==> config.mk <==
export PLATFORM = sky130hd
export DESIGN_NAME = rv16_div
export DESIGN_NICKNAME = d
export VERILOG_FILES = /design/src/rtl/rv16_div.sv
export SDC_FILE = /design/constraint.sdc
export NUM_CORES = 1
export LEC_CHECK = 0
export ABC_AREA = 1
export BUFFER_PORTS_ARGS = -buffer_cell sky130_fd_sc_hd__buf_2
export CAP_MARGIN = 10
export CORE_UTILIZATION = 56
export CTS_CLUSTER_SIZE = 40
export DETAILED_ROUTE_END_ITERATION = 8
export GPL_ROUTABILITY_DRIVEN = 0
export GPL_TIMING_DRIVEN = 0
export PLACE_DENSITY = 0.78
export SETUP_SLACK_MARGIN = 0.2
export SYNTH_ARGS = -nofsm -noshare
export SYNTH_HDL_FRONTEND = slang
export SYNTH_SLANG_ARGS = --single-unit
==> constraint.sdc <==
create_clock -name i_clk -period 2.3 [get_ports i_clk]
set_clock_uncertainty 0.1 [all_clocks]
set_input_delay 0.23 -clock i_clk [delete_from_list [all_inputs] [get_ports i_clk]]
set_output_delay 0.23 -clock i_clk [all_outputs]
set_load 0.05 [all_outputs]
==> src/rtl/rv16_div.sv <==
// rv16_div: iterative restoring divider for DIV/DIVU/REM/REMU, one quotient bit per clock
module rv16_div #(
    parameter int XLEN = 32
) (
    input  logic            i_clk,
    input  logic            i_rst_n,
    input  logic            i_start,
    input  logic [XLEN-1:0] i_operand_a,
    input  logic [XLEN-1:0] i_operand_b,
    input  logic [1:0]      i_div_op,
    output logic            o_busy,
    output logic            o_valid,
    output logic [XLEN-1:0] o_result,
    output logic            o_div_by_zero
);
    localparam int CW = $clog2(XLEN);
    typedef enum logic [1:0] {IDLE, CALC, DONE} state_t;
    state_t          state, state_nxt;
    logic [CW-1:0]   cnt;
    logic [XLEN-1:0] rem, quo, dvsr, a_raw;
    logic            is_rem, a_neg, b_neg, dz;
    logic            sgn, b_zero;
    logic [XLEN:0]   shifted, diff;
    logic [XLEN-1:0] q_fix, r_fix, res_nxt;
    assign sgn     = ~i_div_op[0];
    assign b_zero  = i_operand_b == '0;
    assign shifted = {rem, quo[XLEN-1]};
    assign diff    = shifted - {1'b0, dvsr};
    assign q_fix   = (a_neg ^ b_neg) ? -quo : quo;
    assign r_fix   = a_neg ? -rem : rem;
    assign res_nxt = dz ? (is_rem ? a_raw : '1) : (is_rem ? r_fix : q_fix);
    assign o_busy  = state != IDLE;
    // state register
    always_ff @(posedge i_clk or negedge i_rst_n) begin
        if (!i_rst_n) state <= IDLE;
        else          state <= state_nxt;
    end
    // next state: zero divisor skips straight to DONE, otherwise XLEN CALC cycles
    always_comb begin
        state_nxt = state == IDLE ? (i_start ? (b_zero ? DONE : CALC) : IDLE)
                  : state == CALC ? (cnt == CW'(XLEN-1) ? DONE : CALC)
                  : IDLE;
    end
    // operand capture, shift/trial-subtract iteration and result registration
    always_ff @(posedge i_clk or negedge i_rst_n) begin
        if (!i_rst_n) begin
            cnt           <= '0;
            rem           <= '0;
            quo           <= '0;
            dvsr          <= '0;
            a_raw         <= '0;
            is_rem        <= 1'b0;
            a_neg         <= 1'b0;
            b_neg         <= 1'b0;
            dz            <= 1'b0;
            o_valid       <= 1'b0;
            o_result      <= '0;
            o_div_by_zero <= 1'b0;
        end else begin
            o_valid <= 1'b0;
            if (state == IDLE && i_start) begin
                is_rem <= i_div_op[1];
                a_neg  <= sgn & i_operand_a[XLEN-1];
                b_neg  <= sgn & i_operand_b[XLEN-1];
                quo    <= (sgn & i_operand_a[XLEN-1]) ? -i_operand_a : i_operand_a;
                dvsr   <= (sgn & i_operand_b[XLEN-1]) ? -i_operand_b : i_operand_b;
                a_raw  <= i_operand_a;
                dz     <= b_zero;
                rem    <= '0;
                cnt    <= '0;
            end else if (state == CALC) begin
                rem <= diff[XLEN] ? shifted[XLEN-1:0] : diff[XLEN-1:0];
                quo <= {quo[XLEN-2:0], ~diff[XLEN]};
                cnt <= cnt + 1'b1;
            end else if (state == DONE) begin
                o_result      <= res_nxt;
                o_div_by_zero <= dz;
                o_valid       <= 1'b1;
            end
        end
    end
endmodule

* Word level (Yosys, flattened, before mapping)
Cells that the tools add are included.
** Storage, ports and cells
- Register bits after elaboration :: 173
- Input port bits :: 69
- Output and inout port bits :: 35
- Word-level logic and storage cells :: 57
** Operators by class
- Add/subtract/negate cells :: 6
- Equal/unequal tests :: 3
- Multiplexer cells :: 22
- Bitwise logic cells :: 7
- Reductions and logical operators :: 6
** Operators with widths (number)
- 32-bit two-way mux :: 12
- 32-bit negation :: 4
- 33-bit by 32-bit subtractor with 33-bit output :: 1
- 32-bit logical NOT :: 1
- 2-bit two-way mux :: 5
- 5-bit two-way mux :: 2
- 5-bit by 1-bit adder with 5-bit output (second input constant) :: 1
- 5-bit == test (second input constant) :: 1
- 1-bit NOT :: 4
- 2-bit nonzero test :: 2
- 1-bit two-way mux :: 3
- 3-bit AND reduction :: 1
- 1-bit bitwise AND :: 2
- 2-bit by 1-bit == test with 1-bit output (second input constant) :: 1
- 2-bit == test (second input constant) :: 1
- 2-bit logical NOT :: 1
- 1-bit logical AND :: 1
- 1-bit bitwise XOR :: 1

* Logic depth before layout (Yosys ltp)
- Word-level depth :: 4
- Mapped depth :: 18
- Mapped depth without buffers :: 17

* Worst setup path before layout
Ideal clock, no wire load.
- Path type :: register to register
- Start :: reg quo[31]
- End :: reg rem[10]
- Setup time :: 118 ps
- Arrival :: 2054 ps
- Slack :: 28 ps
- Cell stages (with the launch flop) :: 19
- Period minus slack after synthesis :: 2272 ps
- Cell sequence :: dfrtp_1 inv_1 ha_1 fa_1 inv_1 nand2_1 nand2_1 nand3_1 nand2_2 nand2_2 nand2_4 nand2_4 nand2_4 nand2_4 nand2_8 buf_6 nand2_1 nand3_1 nand2_1
** Between the ends
- Word-level cells in the longest chain between the ends :: 4
** RTL lines
- start: declaration :: line 20 : logic [XLEN-1:0] rem, quo, dvsr, a_raw;
- start signal: assignment :: line 65 : quo <= (sgn & i_operand_a[XLEN-1]) ? -i_operand_a : i_operand_a;
- start signal: assignment :: line 73 : quo <= {quo[XLEN-2:0], ~diff[XLEN]};
- 33-bit by 32-bit subtractor with 33-bit output :: line 28 : assign diff = shifted - {1'b0, dvsr};
- 32-bit two-way mux :: line 72 : rem <= diff[XLEN] ? shifted[XLEN-1:0] : diff[XLEN-1:0];
- 32-bit two-way mux :: line 71 : end else if (state == CALC) begin
- 32-bit two-way mux :: line 61 : if (state == IDLE && i_start) begin
- end signal: assignment :: line 72
- end: declaration :: line 20
Every way passes these cells. The select of a mux whose other input is x is not followed.
A chain may end at the register's enable or synchronous reset.

* Worst setup path in the final report
- Start :: reg rem[10]
- End :: reg rem[6]
** Between the ends
- Word-level cells in the longest chain between the ends :: 4
** RTL lines (line)
- 33-bit by 32-bit subtractor with 33-bit output :: 28
- 32-bit two-way mux :: 72
- 32-bit two-way mux :: 71
- 32-bit two-way mux :: 61
Every way passes these cells. The select of a mux whose other input is x is not followed.

==> qor.yml <==
finish:
  syn_to_final_growth_pct: 21.5
  final_cells: 2776
  final_core_util: 0.694
  final_nets: 2547
  drive_gt1_frac: 0.177
  diodes: 0
worst_setup_path:
  max_stage_delay_ns: 0.53
  critPathLaunchType: "flip-flop"
  crit_fanout: 7
  crit_required_ns: 2.54
  crit_type: "reg2reg"
  cp_cell_sequence: "ha_4 -> nand2_2 -> nor2_2 -> inv_1 -> nor2_2 -> nand2_2 -> nand2_4 -> nand2_8 -> nand2_8 -> nand2_8 -> nand2_8 -> buf_6 -> nand2_2 -> nand3_2 -> nand2_1"
  cpMaxStageDelayCell: "dfrtp_1"
  critPathMostFrequentCell: "nand2_8"
  worstPathArrival_ns: 2.75
  worstSetupEndpointType: "flip-flop"
floorplan:
  fp-row-count: 57
  floorplan.initialDensity: 0.571
  num_io_pins: 104
  fp.dieH_um: 160
  die-area_sq_mm: 0.0255
  fp.dieW_um: 160
  core_area_sq_mm: 0.0244
clock_network:
  cts_tree: "built"
  numCtsBuffers: 17
  htree_levels: 4
  clock_sinks: 173
  clock_latency_ns: 0.45
  path_clk_slew_ns: 0.08
  cts_max_path_buffers: 2
  root_buffer: "clkbuf_16"
routing:
  num_vias: 16600
  ant_nets: 0
  drtIter0Drc: 2409
  wl_per_cell_um: 18.3
  vias_per_cell: 5.96
  drc: 10
  drt_wl_total_mm: 50.9
  drt_pass1_iterations: 9
logic_synthesis:
  ys_seq_elements: 173
  synth-edff-count: 0
  seq_area_frac_synth: 0.311
  synthTopCellsByCount: "nand2_1, inv_1, nand3_1"
  synth_top_area_share: 0.311
  postSynthAreaPerCell_sq_um: 6.16
  yosysMostFrequentCell: "nand2_1"
  synthArstFlopShare: 1.00
  yosys.cell_types.count: 48
  syn_inst: 2261
  syn_nets: 2369
  ys.flop_type: "dfrtp_1"
  yosysTopAreaCell: "dfrtp_1"
  yosys_warnings: 0
  yosys-top-cells-area: "dfrtp_1, nand2_1, nand3_1"
  syn-cell-area_sq_mm: 0.0139
sta:
  setup_ws_ns: -0.212
  finalSetupViolations: 33
  clock.fmax_ghz: 0.398
  report.final.slew_viol_count: 0
  relSlewSlack: 0.487
  final-hold-violation-count: 2
  whs_ns: -0.00373
  finalCriticalPeriod_ns: 2.51
  worst_pin_slew_ns: 0.770
  rsz0062_at_grt: "true"
  finalCritPeriodShare: 1.09
grt:
  grt_pass1_wl_mm: 77.1
  antenna_found_initial: 0
  grt_util_all_layers: 0.387
  grt-ovfl-total: 0
  grt_max_degree: 100
  grt_pass1_vias: 14800
placement:
  dp_cells: 2689
  dp_hpwl_mm: 37.6
  io_buffers: 103
pwr:
  powerDensity_mw_per_mm2: 1830
  power_leakage_uw: 0.00886
  peakVddDrop_mv: 0.759
status:
  violations: "DRC, hold timing, setup timing"
  outcome: "finished, violations left"
job:
  drv_cap: 0
min_path:
  hp-class: "in2reg"
## flip-flops by register name, summed over array words and instances (netlist names)
signal,cells
a_raw,32
dvsr,32
o_result,32
quo,32
rem,32
cnt,5
state,2
a_neg,1
b_neg,1
dz,1
is_rem,1
o_div_by_zero,1
o_valid,1
## final cells by class
type / instances / area [sq um]
multi-input combinational: 1697 / 8950
buffer: 74 / 405
sequential: 173 / 4350
inverter: 318 / 1200
fill: 2098 / 7460
timing repair buffer: 158 / 1030
clock inverter: 14 / 163
clock buffer: 18 / 429
tap: 324 / 405
## worst max-delay path: cells and delay by family (launching register included)
kind	cells	cell delay, ns
adders and majority gates	1	0.37
and+or+nand+nor	12	1.17
buffers and inverters	2	0.26
DFF	1	0.53
## placed cells by master, fill, tap and decap left out, types with 6 or more instances in the layout
| cell | netlist | final |
|---|---|---|
| nand2_1 | 708 | 674 |
| inv_1 | 313 | 293 |
| nand3_1 | 247 | 208 |
| nor2_1 | 216 | 201 |
| o21ai_0 | 185 | 163 |
| dfrtp_1 | 173 | 159 |
| buf_2 | 11 | 115 |
| a21oi_1 | 86 | 82 |
| nand4_1 | 37 | 37 |
| nand3_2 | 0 | 36 |
| buf_4 | 8 | 36 |
| nand2_2 | 18 | 32 |
| nor3_1 | 33 | 30 |
| clkbuf_1 | 48 | 27 |
| inv_2 | 2 | 23 |
| ha_4 | 0 | 23 |
| o21ai_1 | 6 | 22 |
| clkbuf_2 | 0 | 21 |
| nand2_4 | 4 | 21 |
| clkbuf_16 | 0 | 18 |
| dlygate4sd3_1 | 0 | 16 |
| o211ai_1 | 15 | 15 |
| xor2_1 | 15 | 15 |
| nor2_2 | 6 | 14 |
| xnor2_1 | 14 | 14 |
| dfrtp_2 | 0 | 14 |
| ha_1 | 38 | 9 |
| nor2_4 | 0 | 8 |
| o21bai_1 | 9 | 8 |
| or2_2 | 7 | 7 |
| inv_6 | 0 | 7 |
| a31oi_1 | 6 | 6 |
| a21oi_2 | 2 | 6 |
| o21ai_2 | 1 | 6 |
| ha_2 | 0 | 6 |
## metrics by stage
step | total power (uW) | hold slack (ns) | setup TNS (ns) | worst slack [ns] | cell area [sq um]
global route | 32900 | 0.0262 | -7.57 | -0.269 | 16900
detailed placement | 23200 | 0.147 | -6.92 | -0.398 | 15000
global placement | 22700 | 0.357 | -325.57 | -1.86 | 14900
floorplan | 18400 | -0.166 | 0 | 0.132 | 14000
CTS | 27900 | 0.00115 | -1.84 | -0.0772 | 16300
finish | 31000 | -0.00373 | -5.77 | -0.212 | 16900
## layer usage
metal	up-vias	GRT usage	wire, um	share of wire
li1	7634	-	-	-
met1	7523	0.523	20100	0.39
met2	1144	0.577	21600	0.42
met3	255	0.107	6530	0.13
met4	2	0.172	2720	0.053
met5	-	0	22	0.00043
## final timing paths
path / from / end / slack [ns] / depth (start not counted)
hold reg to reg: o_result[29] / o_result[29] / 0.38 / 2
setup / recovery: rem[10] / rem[6] / -0.21 / 15
setup reg to reg: rem[10] / rem[6] / -0.21 / 15
hold / removal: i_operand_a[13] / a_raw[13] / -0.004 / 3
min in group asynchronous: i_rst_n / rem[29] / 0.24 / 2
max in group asynchronous: i_rst_n / a_raw[0] / 0.96 / 3
## what timing repair did
| action | 4_1_cts | 5_1_grt |
|---|---|---|
| endpoints found under the hold margin | 89 | 0 |
| pin swaps | 22 | 35 |
| setup endpoints to repair | 141 | 148 |
| cloned | 2 | 3 |
| gates resized for setup | 95 | 169 |
| buffers inserted | 21 | 13 |
| hold buffers | 16 | 0 |
## power breakdown
group / switching [uW] / internal (uW) / total (uW)
combinational: 14200 / 7900 / 22100
clock: 1520 / 1480 / 3000
sequential: 1410 / 4470 / 5880
total: 17100 / 13800 / 31000
## cells by family (layout without fill, tap and decap cells)
logic type / after synthesis / count (layout) / synth area share
flip-flops: 173 / 173 / 0.311
adder cells (fa/ha/maj): 39 / 39 / 0.0356
AND/OR/NAND/NOR: 1294 / 1295 / 0.394
AO/OA/AOI/OAI: 334 / 334 / 0.131
buffers and inverters: 392 / 582 / 0.111
XOR/XNOR: 29 / 29 / 0.0182
No activity file was read; power rests on OpenSTA's default activity.
